<file path="config.mk">
export PLATFORM = sky130hd
export DESIGN_NAME = sync_fifo
export DESIGN_NICKNAME = d
export VERILOG_FILES = /design/src/rtl/fifo_pkg.sv /design/src/rtl/fifo_mem.sv /design/src/rtl/sync_fifo.sv
export SDC_FILE = /design/constraint.sdc
export NUM_CORES = 1
export LEC_CHECK = 0
export CAP_MARGIN = 10
export CELL_PAD_IN_SITES_DETAIL_PLACEMENT = 2
export CELL_PAD_IN_SITES_GLOBAL_PLACEMENT = 2
export CORE_MARGIN = 4
export CORE_UTILIZATION = 41
export DETAILED_ROUTE_END_ITERATION = 10
export GPL_TIMING_DRIVEN = 1
export PLACE_DENSITY_LB_ADDON = 0.1
export SLEW_MARGIN = 30
export SYNTH_ARGS = -nofsm -noshare
export SYNTH_HDL_FRONTEND = slang
export SYNTH_HIERARCHICAL = 1
export SYNTH_SLANG_ARGS = --single-unit
</file>
<file path="constraint.sdc">
create_clock -name clk -period 3.3 [get_ports clk]
set_input_delay 0.66 -clock clk [delete_from_list [all_inputs] [get_ports clk]]
set_output_delay 0.66 -clock clk [all_outputs]
set_load 0.02 [all_outputs]
</file>
<file path="src/rtl/fifo_pkg.sv">
// Shared constants for the single-clock FIFO: default word/pointer widths,
// the storage depth and the width of the occupancy counter.
package fifo_pkg;

  localparam int DEF_DATA_W = 16;
  localparam int DEF_ADDR_W = 4;
  localparam int DEPTH      = 1 << DEF_ADDR_W;
  localparam int CNT_W      = DEF_ADDR_W + 1;

endpackage

</file>
<file path="src/rtl/fifo_mem.sv">
// Register-array storage for sync_fifo: one write port and one synchronous
// read port whose output register is the FIFO's dout. The array itself is
// never reset; only the read data register clears on reset.
module fifo_mem
  import fifo_pkg::*;
#(
  parameter int DATA_W = DEF_DATA_W,
  parameter int ADDR_W = DEF_ADDR_W
) (
  input  logic              clk,
  input  logic              rst,
  input  logic              we,
  input  logic [ADDR_W-1:0] waddr,
  input  logic [DATA_W-1:0] wdata,
  input  logic              re,
  input  logic [ADDR_W-1:0] raddr,
  output logic [DATA_W-1:0] rdata
);

  logic [DATA_W-1:0] mem [(1<<ADDR_W)];

  // Store the incoming word; contents survive reset by design.
  always_ff @(posedge clk) begin
    if (we) begin
      mem[waddr] <= wdata;
    end
  end

  // Registered read: rdata only moves on an accepted read or on reset.
  // A read and write to the same slot returns the old word.
  always_ff @(posedge clk) begin
    if (rst) begin
      rdata <= '0;
    end else if (re) begin
      rdata <= mem[raddr];
    end
  end

endmodule

</file>
<file path="src/rtl/sync_fifo.sv">
// sync_fifo: 16 x 16 single-clock FIFO with registered read data and
// visible read/write pointers.
// Optional build macro FIFO_STATUS_EN appends full, empty and count outputs.
//
// Strobe semantics: wr and rd are single-cycle requests sampled on every
// rising edge; there is no back-pressure. A write is accepted when the FIFO
// is not full, or when it is full and a read is accepted in the same cycle.
// A read is accepted when the FIFO is not empty. Rejected requests are
// dropped with no state change. Reset overrides both strobes.
module sync_fifo
  import fifo_pkg::*;
#(
  parameter int DATA_W = DEF_DATA_W,
  parameter int ADDR_W = DEF_ADDR_W
) (
  input  logic              clk,
  input  logic              rst,
  input  logic              wr,
  input  logic              rd,
  input  logic [DATA_W-1:0] din,
  output logic [DATA_W-1:0] dout,
  output logic [ADDR_W-1:0] wrptr,
  output logic [ADDR_W-1:0] rdptr
`ifdef FIFO_STATUS_EN
  ,
  output logic              full,
  output logic              empty,
  output logic [ADDR_W:0]   count
`endif
);

`ifndef FIFO_STATUS_EN
  logic            full;
  logic            empty;
  logic [ADDR_W:0] count;
`endif

  // Count value meaning "every slot occupied" (only the MSB set).
  localparam logic [ADDR_W:0] FULL_CNT = {1'b1, {ADDR_W{1'b0}}};

  logic wr_ok;
  logic rd_ok;

  // Occupancy flags come straight from the registered count, so full and
  // empty stay unambiguous when the pointers coincide.
  always_comb begin
    full  = (count == FULL_CNT);
    empty = (count == '0);
    rd_ok = rd && !empty;
    wr_ok = wr && (!full || rd_ok);
  end

  // Pointer and occupancy bookkeeping for accepted accesses.
  always_ff @(posedge clk) begin
    if (rst) begin
      wrptr <= '0;
      rdptr <= '0;
      count <= '0;
    end else begin
      if (wr_ok) begin
        wrptr <= wrptr + 1'b1;
      end
      if (rd_ok) begin
        rdptr <= rdptr + 1'b1;
      end
      case ({wr_ok, rd_ok})
        2'b10:   count <= count + 1'b1;
        2'b01:   count <= count - 1'b1;
        default: count <= count;
      endcase
    end
  end

  fifo_mem #(
    .DATA_W (DATA_W),
    .ADDR_W (ADDR_W)
  ) u_mem (
    .clk   (clk),
    .rst   (rst),
    .we    (wr_ok && !rst),
    .waddr (wrptr),
    .wdata (din),
    .re    (rd_ok && !rst),
    .raddr (rdptr),
    .rdata (dout)
  );

endmodule

</file>
# --- After elaboration in Yosys (flattened, before gate mapping) ---
# Memory sizes are Yosys's and may differ from the RTL's. A register that Yosys moved wholly into a read port is not among the register bits.
# Index checks and enable logic that the tools add are counted.
totals:
  register_bits: 13
  ramBits: 256
  wordCells: 24
  mem_count: 1
mem_list:
  columns: ["name", "depth", "word_bits", "rd", "rd_ports_with_merged_regs", "write_ports", "line_no", "source"]
  rows:
  - ["u_mem.mem", 16, 16, 1, 1, 1, "fifo_mem.sv:20", "logic [DATA_W-1:0] mem [(1<<ADDR_W)];"]
classes:
  n_addsub: 4
  n_eq_ne: 3
  muxes: 3
  n_reduce_logical: 10
ops:
  columns: ["operator", "n"]
  rows:
  - ["5-bit case mux with 2 select lines", 1]
  - ["4-bit by 1-bit adder with 4-bit output (second input constant)", 2]
  - ["5-bit by 1-bit adder with 5-bit output (second input constant)", 1]
  - ["5-bit == test (second input constant)", 1]
  - ["5-bit logical NOT", 1]
  - ["5-bit by 1-bit subtractor with 5-bit output (second input constant)", 1]
  - ["1-bit logical AND", 4]
  - ["1-bit logical NOT", 3]
  - ["2-bit by 1-bit == test with 1-bit output (second input constant)", 1]
  - ["2-bit == test (second input constant)", 1]
  - ["1-bit 2-to-1 mux", 2]
  - ["2-bit nonzero test", 1]
  - ["1-bit logical OR", 1]

# --- Depth between registers and ports, before layout ---
depth:
  word_depth: 8
  depth_mapped: 9
  mapped_depth_nobuf: 8

# --- By module ---
# Netlist, hierarchy kept.
modules_own_cells:
  columns: ["mod", "instances", "cells_per_inst", "area_each_um2", "seq_area_each_um2"]
  rows:
  - ["fifo_mem", 1, 606, 10545.1, 8007.7]
  - ["sync_fifo", 1, 86, 785.8, 260.2]

# --- Least setup slack after synthesis ---
# Ideal clock, no wire load.
synth_path:
  path_kind: "input -> register"
  startpoint: "in rd"
  endpoint: "mem u_mem/mem[0][0] (netlist bit), enable pin"
  setup_time_ns: 0.409
  t_arrival_ns: 2.692
  setup_slack_ns: 0.199
  cell_stages: 5
  path_buffers: 0
  path_cell_list: "nand2b_1 o21ai_2 nor2_1 or3b_2 nor3_1"
synth_via:
  elab_chain_len: 6
synth_rtl:
  columns: ["element", "line_no", "source"]
  rows:
  - ["from (decl)", "sync_fifo.sv:19", "input logic rd,"]
  - ["1-bit logical AND", "sync_fifo.sv:49", "rd_ok = rd && !empty;"]
  - ["1-bit logical OR", "sync_fifo.sv:50", "wr_ok = wr && (!full || rd_ok);"]
  - ["1-bit logical AND", "sync_fifo.sv:50", null]
  - ["1-bit logical AND", "sync_fifo.sv:80", ".we (wr_ok && !rst),"]
  - ["1-bit 2-to-1 mux", "fifo_mem.sv:24", "if (we) begin"]
  - ["1-bit 2-to-1 mux (implied by the code)", "fifo_mem.sv:25", "mem[waddr] <= wdata;"]
  - ["to (decl)", "fifo_mem.sv:20", null]
# Every way passes these cells.

# --- Worst setup path after layout ---
layout_path:
  startpoint: "reg count[0]"
  endpoint: "reg count[4]"
layout_via:
  elab_chain_len: 7
layout_rtl:
  columns: ["element", "line_no", "source"]
  rows:
  - ["from (decl)", "sync_fifo.sv:35", "logic [ADDR_W:0] count;"]
  - ["from (signal assigned)", "sync_fifo.sv:67", "2'b10: count <= count + 1'b1;"]
  - ["from (signal assigned)", "sync_fifo.sv:68", "2'b01: count <= count - 1'b1;"]
  - ["from (signal assigned)", "sync_fifo.sv:69", "default: count <= count;"]
  - ["5-bit logical NOT", "sync_fifo.sv:48", "empty = (count == '0);"]
  - ["1-bit logical NOT", "sync_fifo.sv:49", null]
  - ["1-bit logical AND", "sync_fifo.sv:49", null]
  - ["1-bit logical OR", "sync_fifo.sv:50", null]
  - ["1-bit logical AND", "sync_fifo.sv:50", null]
  - ["2-bit by 1-bit == test with 1-bit output / 2-bit == test (equally long branches)", "sync_fifo.sv:66", "case ({wr_ok, rd_ok})"]
  - ["5-bit case mux with 2 select lines / 2-bit nonzero test (equally long branches)", null, null]
# Several ways; a longest one is shown, not always the timed one.
# A chain may end at the register's enable or synchronous reset.

==> results.md <==
- Averaged over all synthesized cells, the footprint is 16.4 µm².
- Relative to the synthesized area, the layout overhead comes to 17.0%.
- The clock input transition at the sequential cells of the worst setup and hold paths is 0.07 ns.
- IR analysis of the VDD net gives a maximum drop of 0.587 mV.
- The final total negative setup slack is 0 ns.
- In the routed layout, each cell is associated on average with a via count of 5.58.
- The Yosys step of the flow raised 6 warnings.
- The DRC violation total after the first TritonRoute iteration is 530.
- The leading register cell type out of synthesis is sky130_fd_sc_hd__edfxtp_1.
- Before CTS, the worst setup slack after placement is 0.252 ns.
- The number of antenna violations at the first check in global routing is 0.
- Summing over every cut layer, the via total after detailed routing is 6479.
- The overall global routing resource usage is 20.8%.
- The slowest stage of the critical path is the sky130_fd_sc_hd__or4_1 cell.
- The row count is 60.
- The maximum number of pins on one net before global-route repair is 80.
- Summed over all cells, the static leakage comes to 4.12 nW.
- The worst setup path is captured at a flip-flop.
- The data required time of the critical path is 3.78 ns.
- Buffers inserted to repair hold after CTS numbered 0.
- Setup repair after global routing left no endpoint under its margin.
- TritonCTS built the clock tree.
- The fraction of registers with async set/reset is 0%.
- Ranked by total cell area, the synthesized netlist is headed by sky130_fd_sc_hd__edfxtp_1 68%, sky130_fd_sc_hd__mux2i_1 12%, sky130_fd_sc_hd__dfxtp_1 5.1%, sky130_fd_sc_hd__a22oi_1 3.2%, sky130_fd_sc_hd__nand3_1 2.3%.
- The portion of total power attributed to combinational logic is 13.7%.
- The H-tree depth reported by CTS is 1.
- The achievable clock frequency is 330 MHz.
- For this configuration, the core starts out at a cell density of 41.8%.
- The switching power is 2.32 mW.
- The number of flops mapped to enable cells by yosys is 256.
- The signal on the critical path passes through or4_1, o21ai_4, inv_2, fa_1, a21o_1, a2111oi_0, o21ai_0, a31oi_1.
- The post-CTS setup buffer count is 0.
- The kind of cell with the highest combined delay on the critical path is compound AO/OA/AOI/OAI gates.
- The number of hold-slack violations in the final timing report is 0.
- The startpoint of the most critical register-to-register path is count[0].
- After synthesis the cells add up to 0.0113 mm².
- The number of port buffers is 43.
- The max-capacitance violation count is 0.
- The post-synthesis sequential area ratio is 73.0%.
- By instance count, the leading cell after synthesis is sky130_fd_sc_hd__edfxtp_1.
- After detailed routing, the average wire length per cell comes to 27.4 µm.
- The die outline area is 0.0304 mm².
- The area of the multi-input gates is 0.00282 mm².
- The share of synthesized area in the top cell type comes to 67.8%.
- The endpoint of the worst register-to-register path is count[4].
- The share of the clock period used by the worst path is 91.8%.
- The final routed wirelength across all metal layers is 31800 µm.
- The flow ran to the end, and the final reports show no timing, DRC or antenna violations.
- By count the netlist is led by 256 x sky130_fd_sc_hd__edfxtp_1, 131 x sky130_fd_sc_hd__mux2i_1, 52 x sky130_fd_sc_hd__nand3_1.
- The proportion of power drawn by the clock network is 38.5%.
- The cell at the root of the clock tree is sky130_fd_sc_hd__clkbuf_16.
- The register-to-register setup slack is 0.27 ns.
- The largest stage delay on the critical path is 0.76 ns.
- sky130_fd_sc_hd__edfxtp_1 takes more of the synthesized area than any other cell.
- Counting every sink on the clock net gives 285.
- The hold path endpoint is u_mem/rdata[11].
- Measured against its own limit, the worst slew margin works out to 46.4%.
- The minimum clock period is 3.03 ns.
- The worst setup path is of the reg2reg kind.
- The floorplan step set the die width to 174 µm.
- The later pin in the worst-skew pair is clocked with a latency of 0.56 ns.
- The path depth of the worst reg2reg path is 8.
- Counting every net in the synthesized netlist gives 718.
- Gates resized during post-CTS repair numbered 0.
- The post-synthesis cell count is 692.
- The layout has 2493 filler cells.
- The max-slew violation total from the final report is 0.
- The TritonCTS buffer count is 31.
- The transition at the pin with the smallest max-transition slack is 0.801 ns.
- After synthesis the netlist holds a flip-flop and latch count of 285.
- In the final layout, the share of cells above drive strength 1 is 13.1%.
- During I/O placement, the number of pins put on the boundary was 44.
- The maximum buffer depth of the clock tree is 3.
- The worst hold path startpoint is u_mem/rdata[11].
- The cell-internal power is 6.41 mW.
- The register share of total power is 47.8%.
- Power spread over the standard cell area amounts to 658 mW/mm².
- The die height is 174 µm.
- Together, buffers and inverters on the worst path number 1.
- Of all nets on the critical path, the largest fanout is 9.
- The critical path startpoint category is a flip-flop.
- The number of global-route vias before repair came to 7268.
- The worst hold-check path type is reg2reg.
- The worst hold path was traced through 2 stages.
- Once detail routing completed, the nets flagged for antenna violations numbered 0.
- The global-route congestion overflow total is 0.
- Summed over all nets, the half-perimeter wirelength after detailed placement is 19300 µm.
- In this run switching power makes up 26.5% of total power.
- The number of antenna diodes in the final layout is 0.
- The unique cell type count in the Yosys netlist is 44.
- Setup slack on the critical path of the routed design comes to 0.272 ns.
- Data on the critical path arrives at its endpoint at 3.51 ns.
- For this run, the post-layout net count is 790.
- The first global-routing pass estimated 47800 µm of wire.
- The post-detailed-route DRC marker count is 0.
- The congestion estimate from routability-driven global placement came to 0.776.
- The count of TritonRoute iterations in the first routing pass is 4.
- Setup violations remaining at the end of the flow were counted as 0.
- For the final database, setup skew stands at 0.0173 ns.
- Across the whole layout, storage elements account for 0.00827 mm².
- The core region area is 0.0271 mm².
## worst max-delay path by stage
stage          cells past startpoint  slack [ns]               to      from
4_1_cts                            8        0.34         count[4]  count[0]
6_report                           8        0.27         count[4]  count[0]
3_5_place_dp                       9        0.25         count[4]        rd
3_3_place_gp                       9        0.28         count[4]        rd
5_1_grt                            8        0.14         count[4]  count[0]
2_1_floorplan                      5        0.20  u_mem/mem[0][0]        rd
## cells in the final DEF, fill, tap and decap left out, types with 4 or more instances in the layout
cell type and n:
sky130_fd_sc_hd__dfxtp_1 28, sky130_fd_sc_hd__clkinv_1 7, sky130_fd_sc_hd__buf_12 5, sky130_fd_sc_hd__edfxtp_1 256
sky130_fd_sc_hd__nand3b_1 4, sky130_fd_sc_hd__a21oi_1 21, sky130_fd_sc_hd__xor2_1 7, sky130_fd_sc_hd__clkdlybuf4s50_1 43
sky130_fd_sc_hd__nor2_1 11, sky130_fd_sc_hd__ha_1 5, sky130_fd_sc_hd__clkinv_2 7, sky130_fd_sc_hd__clkbuf_1 8
sky130_fd_sc_hd__nand3_1 52, sky130_fd_sc_hd__a22oi_1 48, sky130_fd_sc_hd__clkbuf_16 31, sky130_fd_sc_hd__nand2_1 33
sky130_fd_sc_hd__mux2i_1 131, sky130_fd_sc_hd__o211ai_1 4, sky130_fd_sc_hd__nand2b_1 4, sky130_fd_sc_hd__nor3_1 4
sky130_fd_sc_hd__nor3_2 4, sky130_fd_sc_hd__buf_4 25, sky130_fd_sc_hd__nor2_2 13
## per-stage QoR
| stage | std cells | utilization [%] | cell area [µm²] | total power, mW | hold slack, ns |
|---|---|---|---|---|---|
| 2_1_floorplan | 692 | - | 11300 | 4.87 | 0.472 |
| 3_3_place_gp | 1103 | 45.3 | 12300 | 5.38 | 0.446 |
| 3_5_place_dp | 1103 | 45.3 | 12300 | 5.45 | 0.456 |
| 4_1_cts | 1161 | 48.9 | 13300 | 8.81 | 0.470 |
| 5_1_grt | 1161 | 48.9 | 13300 | 9.06 | 0.499 |
| 6_report | 1161 | 48.9 | 13300 | 8.73 | 0.466 |
## power groups by stage
stage | Sequential (mW) | Clock [mW] | Combinational, mW
after detailed placement | 4.25 | 0 | 1.20
final | 4.17 | 3.36 | 1.20
after CTS | 4.17 | 3.43 | 1.21
after floorplan | 4.27 | 0 | 0.596
after global routing | 4.19 | 3.59 | 1.28
after global placement | 4.23 | 0 | 1.15
## cell type report
type | instances | share of cell area [%]
Clock buffer | 39 | 6.08
Clock inverter | 19 | 1.29
Inverter | 2 | 0.0566
Multi-Input combinational cell | 371 | 21.3
Sequential cell | 285 | 62.4
Tap cell | 372 | 3.51
Timing Repair Buffer | 73 | 5.42
## worst reg2reg max path, cell delays in order (launching register included)
cell and delay (ns):
sky130_fd_sc_hd__dfxtp_1 0.37, sky130_fd_sc_hd__or4_1 0.76, sky130_fd_sc_hd__o21ai_4 0.27, sky130_fd_sc_hd__inv_2 0.12, sky130_fd_sc_hd__fa_1 0.45, sky130_fd_sc_hd__a21o_1 0.23, sky130_fd_sc_hd__a2111oi_0 0.42, sky130_fd_sc_hd__o21ai_0 0.17
sky130_fd_sc_hd__a31oi_1 0.17
## registers in the layout, indices dropped and copies added, names as in the netlist
register	flops
rdptr	4
count	5
u_mem/mem	256
u_mem/rdata	16
wrptr	4
## metal layers
metal / vias up / share of wire (%) / global-route usage (%)
li1: 2849 / - / -
met1: 3458 / 43 / 27.5
met2: 142 / 51 / 36.4
met3: 30 / 3.7 / 3.07
met4: 0 / 2.0 / 5.08
met5: - / 0 / 0
## cells by family after synthesis
logic type | share of synthesized area, %
mux | 11.7
compound gates | 5.33
flops | 73.0
simple gates | 6.03
fa+ha+maj | 0.729
xor+xnor | 0.541
buf+inv | 2.73
(Power assumes the default switching activity.)
